File: config.mk
export PLATFORM = sky130hd
export DESIGN_NAME = div_sequencer
export DESIGN_NICKNAME = d
export VERILOG_FILES = /design/src/rtl/div_sequencer.sv
export SDC_FILE = /design/constraint.sdc
export NUM_CORES = 1
export LEC_CHECK = 0
export BUFFER_PORTS_ARGS = -buffer_cell sky130_fd_sc_hd__buf_2
export CORE_MARGIN = 4
export CORE_UTILIZATION = 45
export CTS_CLUSTER_DIAMETER = 100
export CTS_CLUSTER_SIZE = 14
export DETAILED_ROUTE_END_ITERATION = 12
export PLACE_DENSITY = 0.66
export SYNTH_ARGS = -nofsm -noshare
export SYNTH_HDL_FRONTEND = slang
export SYNTH_SLANG_ARGS = --single-unit
File: constraint.sdc
create_clock -name clk -period 3.45 [get_ports clk]
set_clock_uncertainty 0.05 [all_clocks]
set_input_delay 0 -clock clk [delete_from_list [all_inputs] [get_ports clk]]
set_output_delay 0 -clock clk [all_outputs]
set_load 0.03 [all_outputs]
File: src/rtl/div_sequencer.sv
// div_sequencer: multi-cycle restoring divider controller.
// Accepts a dividend/divisor pair, produces one quotient bit per clock and
// returns quotient, remainder and a divide-by-zero flag over valid/ready.
// Optional build macro DIV_SIGNED_EN: two's-complement operands, with a
// one-cycle FIXUP state that applies the result signs (truncation toward zero).
module div_sequencer #(
    parameter int WIDTH = 16,
    parameter int CNT_W = $clog2(WIDTH + 1)
) (
    input  logic             clk,
    input  logic             rst_n,
    input  logic             in_valid,
    output logic             in_ready,
    input  logic [WIDTH-1:0] dividend,
    input  logic [WIDTH-1:0] divisor,
    input  logic             abort,
    output logic             out_valid,
    input  logic             out_ready,
    output logic [WIDTH-1:0] quotient,
    output logic [WIDTH-1:0] remainder,
    output logic             div_by_zero,
    output logic             busy
);

`ifdef DIV_SIGNED_EN
    typedef enum logic [1:0] {S_IDLE = 2'd0, S_ITER = 2'd1, S_DONE = 2'd2, S_FIXUP = 2'd3} state_t;

    // Two's-complement negation; MIN maps to itself, which yields MIN / -1 = MIN.
    function automatic logic [WIDTH-1:0] f_neg(input logic [WIDTH-1:0] v);
        return ~v + WIDTH'(1);
    endfunction

    // Magnitude of a two's-complement value, read back as unsigned.
    function automatic logic [WIDTH-1:0] f_abs(input logic [WIDTH-1:0] v);
        return v[WIDTH-1] ? f_neg(v) : v;
    endfunction
`else
    typedef enum logic [1:0] {S_IDLE = 2'd0, S_ITER = 2'd1, S_DONE = 2'd2} state_t;
`endif

    state_t           r_state;
    state_t           w_next;
    logic [CNT_W-1:0] r_cnt;
    logic [WIDTH-1:0] r_rem;     // partial remainder
    logic [WIDTH-1:0] r_dvd;     // dividend shift register, fills with quotient bits
    logic [WIDTH-1:0] r_dvs;     // latched divisor (magnitude in signed build)
`ifdef DIV_SIGNED_EN
    logic             r_sign_q;
    logic             r_sign_r;
`endif

    logic [WIDTH:0]   w_shift;
    logic             w_ge;
    logic [WIDTH-1:0] w_rem_next;
    logic [WIDTH-1:0] w_quo_next;
    logic             w_last;
    logic             w_div_zero;

    // One restoring step: shift in the next dividend bit and trial-subtract.
    // The shifted value is WIDTH+1 bits; when it is >= divisor the difference
    // is below the divisor and therefore fits back into WIDTH bits.
    assign w_shift    = {r_rem, r_dvd[WIDTH-1]};
    assign w_ge       = (w_shift >= {1'b0, r_dvs});
    assign w_rem_next = w_ge ? (w_shift[WIDTH-1:0] - r_dvs) : w_shift[WIDTH-1:0];
    assign w_quo_next = {r_dvd[WIDTH-2:0], w_ge};
    assign w_last     = (r_cnt == CNT_W'(WIDTH - 1));
    assign w_div_zero = (divisor == '0);

    // State register.
    always_ff @(posedge clk or negedge rst_n) begin
        if (!rst_n) begin
            r_state <= S_IDLE;
        end else begin
            r_state <= w_next;
        end
    end

    // Next-state decode and handshake/status outputs decoded from the state.
    always_comb begin
        w_next    = r_state;
        in_ready  = 1'b0;
        out_valid = 1'b0;
        busy      = 1'b1;
        case (r_state)
            S_IDLE: begin
                in_ready = 1'b1;
                busy     = 1'b0;
                if (in_valid) begin
                    w_next = w_div_zero ? S_DONE : S_ITER;
                end
            end
            S_ITER: begin
                if (abort) begin
                    w_next = S_IDLE;
                end else if (w_last) begin
`ifdef DIV_SIGNED_EN
                    w_next = S_FIXUP;
`else
                    w_next = S_DONE;
`endif
                end
            end
`ifdef DIV_SIGNED_EN
            S_FIXUP: begin
                w_next = abort ? S_IDLE : S_DONE;
            end
`endif
            S_DONE: begin
                out_valid = 1'b1;
                if (out_ready) begin
                    w_next = S_IDLE;
                end
            end
            default: begin
                w_next = S_IDLE;
            end
        endcase
    end

    // Iteration counter and result registers; results change only when an
    // operation completes, so an aborted operation leaves them untouched.
    always_ff @(posedge clk or negedge rst_n) begin
        if (!rst_n) begin
            r_cnt       <= '0;
            quotient    <= '0;
            remainder   <= '0;
            div_by_zero <= 1'b0;
        end else begin
            case (r_state)
                S_IDLE: begin
                    if (in_valid) begin
                        r_cnt <= '0;
                        if (w_div_zero) begin
                            quotient    <= '1;
                            remainder   <= dividend;
                            div_by_zero <= 1'b1;
                        end
                    end
                end
                S_ITER: begin
                    if (!abort) begin
                        r_cnt <= r_cnt + CNT_W'(1);
`ifndef DIV_SIGNED_EN
                        if (w_last) begin
                            quotient    <= w_quo_next;
                            remainder   <= w_rem_next;
                            div_by_zero <= 1'b0;
                        end
`endif
                    end
                end
`ifdef DIV_SIGNED_EN
                S_FIXUP: begin
                    if (!abort) begin
                        quotient    <= r_sign_q ? f_neg(r_dvd) : r_dvd;
                        remainder   <= r_sign_r ? f_neg(r_rem) : r_rem;
                        div_by_zero <= 1'b0;
                    end
                end
`endif
                default: begin
                end
            endcase
        end
    end

    // Working datapath: operand capture on accept, one shift/subtract per ITER cycle.
    always_ff @(posedge clk) begin
        if (r_state == S_IDLE && in_valid) begin
            r_rem <= '0;
`ifdef DIV_SIGNED_EN
            r_dvd    <= f_abs(dividend);
            r_dvs    <= f_abs(divisor);
            r_sign_q <= dividend[WIDTH-1] ^ divisor[WIDTH-1];
            r_sign_r <= dividend[WIDTH-1];
`else
            r_dvd <= dividend;
            r_dvs <= divisor;
`endif
        end else if (r_state == S_ITER) begin
            r_rem <= w_rem_next;
            r_dvd <= w_quo_next;
        end
    end

endmodule

# Yosys cells after proc, flatten, opt, wreduce, memory -nomap -nowiden
# Index checks and enable logic that the tools add are counted.
# word_totals
reg_bits,88
input_bits,37
output_inout_bits,36
wordCells,58
# classes
add_sub_neg,2
magnitude_cmp,1
eq_ne,9
muxes,30
reduce_logical,8
# ops
cell,count
16-bit two-way mux,11
16-bit case mux with 2 select lines,2
17-bit by 16-bit >= comparator with 1-bit output,1
16-bit zero test,1
16-bit subtractor,1
2-bit two-way mux,5
5-bit two-way mux,2
"2-bit != test, second input constant",5
5-bit case mux with 2 select lines,1
1-bit two-way mux,7
2-bit case mux with 3 select lines,1
3-bit AND reduction,2
"5-bit by 1-bit adder with 5-bit output, second input constant",1
"5-bit by 4-bit equality test with 1-bit output, second input constant",1
5-bit AND reduction,1
2-bit nonzero test,2
"3-bit != test, second input constant",1
"2-bit by 1-bit equality test with 1-bit output, second input constant",1
"2-bit equality test, second input constant",1
2-bit zero test,1
1-bit case mux with 2 select lines,1
1-bit logical AND,1

# Logic depth before layout (Yosys ltp)
# Gate-level depths: netlist of the first run.
# depth
depth_word,5
mapped_depth,11
ltp_nobuf,9

# Least setup slack after synthesis of the first run
# Ideal clock, no wire load.
# synth_timing
path_kind,register to register
from,reg r_state[0]
to,"reg r_dvs[0], enable pin"
setup_time_ns,0.387
arrival_ns,2.074
required_ns,3.013
setup_slack_ns,0.939
stages_incl_launch_ff,6
n_path_buf,2
synth_period_minus_slack_ns,2.511
cell_sequence,dfrtp_1 > clkbuf_2 > nor2_1 > nand2_1 > clkinv_1 > clkbuf_1
# synth_between
elab_chain_len,2
# synth_rtl
item,line,rtl
"start, declared",41,state_t r_state;
"start signal, assigned",74,r_state <= w_next;
2-bit zero test,169,if (r_state == S_IDLE && in_valid) begin
1-bit logical AND,169,
"end signal, assigned",178,r_dvs <= divisor;
"end, declared",46,logic [WIDTH-1:0] r_dvs;
# No other way between the ends.
# A chain may end at the register's enable or synchronous reset.

# Worst setup path in the final report of the first run
# layout_timing
from,reg r_rem[7]
to,reg r_rem[5]
# layout_between
elab_chain_len,2
# layout_rtl
item,line,rtl
"start, declared",44,logic [WIDTH-1:0] r_rem;
"start signal, assigned",181,r_rem <= w_rem_next;
17-bit by 16-bit >= comparator with 1-bit output,63,"assign w_ge = (w_shift >= {1'b0, r_dvs});"
16-bit two-way mux,64,assign w_rem_next = w_ge ? (w_shift[WIDTH-1:0] - r_dvs) : w_shift[WIDTH-1:0];
# No other way between the ends.

==> key figures, run 1 <==
STA
  – Slew Limit Fails: 0
  – Crit path time final: 2.93 ns
  – Worst slew margin: 35.6%
  – Actual slew at the worst max-slew pin: 0.963 ns
  – Fin Setup TNS: 0 ns
  – Fin. Hold Viols: 0
  – RSZ-0062 raised after global routing: no
  – Final setup viols: 0
  – Max Freq: 342 MHz
  – Final Cycle Share: 84.9%

Worst hold path
  – Hold Path Stages: 4
  – Worst hold path endpoint: r_rem[6]
  – HP Class: in2reg
  – Hold_sp: in_valid

Clock network
  – H-tree lvl count: 3
  – Clk sinks: 88
  – Clock buffer count from CTS: 9
  – Cts hold-fix bufs: 35
  – PostCTS Resize Cnt: 0
  – Clk buf depth: 2
  – Clock transition at path regs: 0.09 ns
  – Worst skew pair latency: 0.36 ns
  – Root Buffer: clkbuf_8
  – CTS tree: done
  – Post-CTS Setup Inserts: 0

Logic synthesis
  – Cells after Synth: 457
  – #FFs+latches synth: 88
  – Synthesis Warnings: 0
  – Mapped Avg Cell Area: 9.91 um^2
  – Top cells by area, synth: dfrtp_1 22%, edfxtp_1 21%, dfxtp_1 7.1%, nand2_1 5.6%, ha_1 5.0%
  – Syn nets: 513
  – Synth Flop Type: dfrtp_1
  – Seq/Total Area, Yosys: 50.4%
  – Fraction of registers with async set/reset: 45.5%
  – Cell Area, Synth: 0.00453 mm^2
  – Yosys top cell area share: 22.1%
  – Synth cell types: 61
  – Post-synth EDFFs: 32
  – Yosys top cell by area: dfrtp_1

Route
  – DR DRC count: 0
  – First-pass iteration count of the detailed router: 4
  – Final WL: 11.6 mm
  – Drt via density: 5.48
  – 1st-iter DRT viols: 227
  – Routed Antenna Nets: 0
  – Drt wl/cell: 16.7 um
  – Vias: 3815

Placed design
  – Final Wtd Congestion: 0.872
  – Port Buffer Count: 72
  – Hpwl dp: 8.27 mm

Setup path
  – Reg-to-reg setup timing slack: 0.52 ns
  – Critical path launch point type: register
  – Worst setup path category: reg2reg
  – CP max FO: 15
  – Req. time, crit path: 3.63 ns
  – Worst r2r src: r_rem[7]
  – CP Cell Sequence: ha_1 > and4_4 > o2111ai_1 > a311oi_2 > a211o_1 > mux2i_1 > o21ai_0
  – Element type at the critical path end: register
  – Max incr delay on CP: 0.62 ns
  – Slowest CP cell: a211o_1
  – Reg2Reg Capture Point: r_rem[5]
  – R2R depth: 7
  – WP data arrival: 3.11 ns

Die
  – Total die area: 0.0117 mm^2
  – IO Pins: 73
  – Row Count: 36
  – Initial Util: 46.3%
  – DIE HEIGHT: 108 um
  – Core area: 0.00977 mm^2
  – Horiz. Die Dim: 108 um

Layout
  – Most common cell after layout, fill and taps aside: buf_2
  – Area Overhead vs Synth: 22.1%
  – Antenna Cells: 0
  – Fillers: 885
  – Most frequent cells in the layout: 72 x buf_2, 68 x nand2_1, 40 x dfrtp_1
  – Final nets: 614
  – Share of cells above drive strength 1: 19.0%

Pwr
  – Peak supply drop: 257 uV
  – Total power: 3.39 mW
  – Leakage: 2.61 nW
  – Power per cell area: 614 mW/mm^2

Global routing
  – Gr usage total: 20.4%
  – Congestion Overflow GR: 0
  – Vias in the first global route: 3751
  – Initial antenna violation count: 0
  – Largest net degree at the start of global routing: 41
  – Global-route wire length before repair: 18.6 mm

Run status
  – Outcome: finished, final reports clean

Flow run
  – Max-cap viol count: 0
## per-layer routing
metal / GRT usage (%) / up-vias / part of all wire, %
li1: - / 1865 / -
met1: 26.9 / 1821 / 44
met2: 34.7 / 116 / 49
met3: 2.99 / 13 / 5.0
met4: 6.40 / 0 / 1.4
met5: 0 / - / 0
## cell usage after synthesis, drive strengths merged (2+ instances only)
cell / n
nand4: 2
o2111ai: 2
a221oi: 2
ha: 18
o21ai: 31
a31oi: 2
a211oi: 2
a22o: 3
nor2: 29
and3: 7
or2: 2
o22ai: 15
o211a: 2
or3: 4
edfxtp: 32
o31ai: 2
a2111oi: 2
o22a: 15
xor2: 9
nor2b: 4
a21oi: 34
dfxtp: 16
o21a: 4
nand2: 68
a32oi: 4
mux2i: 9
a211o: 2
o211ai: 4
dfrtp: 40
a21o: 4
nor4: 4
inv: 25
mux2: 3
nand3: 10
a41o: 2
clkbuf: 15
xnor2: 3
buf: 9
nor3b: 2
and2: 6
## per-stage QoR
step	std cells	hold slack, ns	util, %	area [um^2]	setup WS (ns)
4_1_cts	696	0.143	56.6	5530	0.576
5_1_grt	696	0.206	56.6	5530	0.220
3_3_place_gp	645	0.127	50.9	4980	0.623
2_1_floorplan	457	-0.346	-	4530	0.939
6_report	696	0.163	56.6	5530	0.523
3_5_place_dp	645	0.145	50.9	4980	0.578
## layout make-up
class	instances	area, um^2	area share (%)
inverters	26	97.6	1.77
multi-input cells	319	2020	36.5
clock buffers	9	124	2.24
well taps	133	166	3.01
flip-flops and latches	88	2280	41.3
repair buffers	114	763	13.8
clock inverters	7	76.3	1.38
## how the worst max path moves through the flow
stage / end / slack, ns / startpoint / cells after the start
after CTS: r_rem[5] / 0.58 / r_rem[7] / 7
after global placement: remainder[5] / 0.62 / r_rem[7] / 7
final: r_rem[5] / 0.52 / r_rem[7] / 7
after detailed placement: remainder[12] / 0.58 / r_rem[7] / 7
after floorplan: r_dvs[0] / 0.94 / r_state[0] / 5
after global routing: r_cnt[2] / 0.22 / r_state[0] / 6
## logic make-up (layout without fill, tap and decap cells)
group                      count (synthesis)  after routing  synth area share [%]
AOI/OAI and AO/OA                        135            135                  19.8
xor gates and xnor gates                  12             12                  2.32
adders and majority gates                 19             19                  5.42
buffers and inverters                     50            156                  5.08
DFF                                       88             88                  50.4
muxes                                     12             12                  2.82
and+or+nand+nor                          141            141                  14.1
## power breakdown
part | internal [mW] | total (mW) | leakage [nW] | switching (mW)
clock network | 0.342 | 0.731 | 0.0983 | 0.390
logic | 0.515 | 1.29 | 1.51 | 0.771
registers | 1.25 | 1.38 | 1.00 | 0.122
total | 2.11 | 3.39 | 2.61 | 1.28
## state kept, by name, summed over array words and instances, names as in the netlist
name / flops
quotient: 16
r_dvd: 16
r_dvs: 16
r_rem: 16
remainder: 16
r_cnt: 5
r_state: 2
div_by_zero: 1
## worst max-delay path: cells and delay by family (launching register included)
family | cells | cell delay (ns)
adders and majority gates | 1 | 0.45
AOI/OAI and AO/OA | 4 | 1.23
muxes | 1 | 0.44
and+or+nand+nor | 1 | 0.29
DFF | 1 | 0.35
Power figures use the tool's default switching activity.
==> inputs of run 2 (changes only) <==
clock period = 2.9 ns   (was 3.45 ns; I/O delays follow)
==> run 2 against run 1 <==
Effect of this change:
- sequential cell count unchanged
- non-clock buffer count rose by 3
- fmax up 13%
- first-iteration DRC count fell by 5.7%
- utilization grew 0.50 points
- sequential share of layout area is 0.36 points lower
- highest routed layer unchanged
==> key figures, run 2 (synthesized netlist as in run 1, its figures left out) <==
STA
  – Worst slew margin: 33.6% (-1.9 points)
  – Actual slew at the worst max-slew pin: 0.992 ns (+0.0289 ns)
  – Final setup viols: 0 (unchanged)
  – Final Cycle Share: 89.7% (+4.8 points)
  – Fin. Hold Viols: 0 (unchanged)
  – RSZ-0062 raised after global routing: no
  – Fin Setup TNS: 0 ns (unchanged)
  – Slew Limit Fails: 0 (unchanged)
  – Crit path time final: 2.60 ns (-0.326 ns)
  – Setup ws final: 0.299 ns (-0.224 ns)
  – Max Freq: 384 MHz (+13%)

Clock network
  – H-tree lvl count: 3 (unchanged)
  – CTS tree: done
  – Root Buffer: clkbuf_8
  – Clk sinks: 88 (unchanged)
  – Clock transition at path regs: 0.09 ns (about the same)
  – Clock buffer count from CTS: 9 (unchanged)
  – Clk buf depth: 2 (unchanged)
  – Post-CTS Setup Inserts: 0 (unchanged)
  – Worst skew pair latency: 0.36 ns (about the same)

Die
  – Core area: 0.00977 mm^2 (unchanged)
  – Initial Util: 46.3% (unchanged)
  – Row Count: 36 (unchanged)
  – Total die area: 0.0117 mm^2 (unchanged)
  – IO Pins: 73 (unchanged)
  – Horiz. Die Dim: 108 um (unchanged)
  – DIE HEIGHT: 108 um (unchanged)

Route
  – Routed Antenna Nets: 0 (unchanged)
  – Drt via density: 5.55 (+1.3%)
  – First-pass iteration count of the detailed router: 4 (unchanged)
  – Vias: 3882 (+1.8%)
  – 1st-iter DRT viols: 214 (-5.7%)
  – Drt wl/cell: 16.7 um (-0.15%)
  – Final WL: 11.6 mm (+0.28%)
  – DR DRC count: 0 (unchanged)

Worst hold path
  – Worst hold path endpoint: div_by_zero
  – HP Class: in2reg
  – Hold Path Stages: 5 (+1)
  – Hold_sp: in_valid

Global routing
  – Congestion Overflow GR: 0 (unchanged)
  – Vias in the first global route: 3817 (+1.8%)
  – Gr usage total: 20.8% (+0.44 points)
  – Initial antenna violation count: 0 (unchanged)
  – Largest net degree at the start of global routing: 41 (unchanged)
  – Global-route wire length before repair: 19.1 mm (+2.7%)

Pwr
  – Power per cell area: 749 mW/mm^2 (+22%)
  – Leakage: 2.64 nW (+1.2%)
  – Total power: 4.18 mW (+23%)
  – Peak supply drop: 325 uV (+26%)

Layout
  – Multi-input logic area: 0.00202 mm^2 (about the same)
  – Most frequent cells in the layout: 72 x buf_2, 68 x nand2_1, 40 x dfrtp_1
  – Most common cell after layout, fill and taps aside: buf_2
  – Storage element area: 0.00228 mm^2 (unchanged)
  – Final nets: 617 (+0.49%)
  – Antenna Cells: 0 (unchanged)
  – Post-Layout Cell Count: 699 (+0.43%)
  – Fillers: 870 (-1.7%)
  – Share of cells above drive strength 1: 19.4% (+0.43 points)
  – Area Overhead vs Synth: 23.2%

Setup path
  – Worst r2r src: r_rem[10]
  – Reg2Reg Capture Point: remainder[12]
  – Req. time, crit path: 3.09 ns (-0.54 ns)
  – Critical path launch point type: register
  – CP Cell Sequence: ha_1 > and4_4 > o2111ai_1 > a311oi_2 > a211o_1 > buf_4 > mux2i_1 > o22ai_1
  – Max incr delay on CP: 0.44 ns (-0.18 ns)
  – R2R depth: 8 (+1)
  – Critical Path Source: r_rem[10]
  – Reg-to-reg setup timing slack: 0.30 ns (-0.22 ns)
  – CP max FO: 15 (unchanged)
  – Slowest CP cell: ha_1
  – Worst setup path category: reg2reg
  – Element type at the critical path end: register
  – WP data arrival: 2.79 ns (-0.32 ns)

Flow run
  – Max-cap viol count: 0 (unchanged)

Placed design
  – Hpwl dp: 8.34 mm (+0.78%)
  – Final Wtd Congestion: 0.865 (-0.79%)
  – Placed Cells: 648 (+0.47%)
  – Placement Setup Slack: 0.325 ns (-0.253 ns)
  – Port Buffer Count: 72 (unchanged)

Run status
  – Outcome: finished, final reports clean
==> run 2: cell types whose count changed in the layout (fill, tap and decap cells not counted), sizes merged <==
cell / before / now
buf: 79 / 82
bufinv: 1 / 2
clkinvlp: 1 / 0
==> run 2: layer usage <==
metal / wire length [um] / global-route usage (%) / vias up
met1: 5230 / 28.4 / 1881
met2: 5680 / 33.9 / 114
met3: 520 / 3.58 / 20
met5: 0 / 0 / -
met4: 212 / 6.67 / 0
li1: - / - / 1867
==> run 2: final cells by class <==
type	instances	area share, %
clock buffer	9	2.22
clock inverter	7	1.82
inverter	26	1.75
multi-input combinational	319	36.2
sequential	88	40.9
tap	133	2.98
timing repair buffer	117	14.1
==> run 2: per-stage QoR <==
step	util (%)	cell area, um^2	hold slack, ns
3_5_place_dp	51.2	5000	0.126
4_1_cts	57.1	5580	0.0782
6_report	57.1	5580	0.0664
2_1_floorplan	-	4530	-0.346
3_3_place_gp	51.2	5000	0.120
5_1_grt	57.1	5580	0.107
==> run 2: critical path, delay by kind of cell (launching register included) <==
kind,cells,cell delay (ns)
multiplexers,1,0.36
AO/OA/AOI/OAI,4,0.75
AND/OR/NAND/NOR,1,0.29
flip-flops,1,0.36
buffers and inverters,1,0.25
adder cells (fa/ha/maj),1,0.44
==> run 2: power breakdown <==
| part | switching, mW | internal, mW | total (mW) | leakage [nW] |
|---|---|---|---|---|
| registers | 0.143 | 1.49 | 1.63 | 1.00 |
| logic | 0.937 | 0.627 | 1.56 | 1.53 |
| clock network | 0.481 | 0.497 | 0.978 | 0.114 |
==> run 2: worst max path at each step <==
stage / slack, ns / cells past startpoint / to
after floorplan: 0.39 / 5 / r_dvs[0]
after detailed placement: 0.33 / 9 / remainder[12]
after CTS: 0.30 / 9 / remainder[12]
after global routing: 0.06 / 8 / r_rem[14]
after global placement: 0.40 / 9 / remainder[12]
final: 0.30 / 8 / remainder[12]
==> run 2: what timing repair did <==
action,CTS,global route
hold endpoints to repair,90,0
hold buffers,35,0
endpoints found under the setup margin,0,2
gates resized for setup,0,1
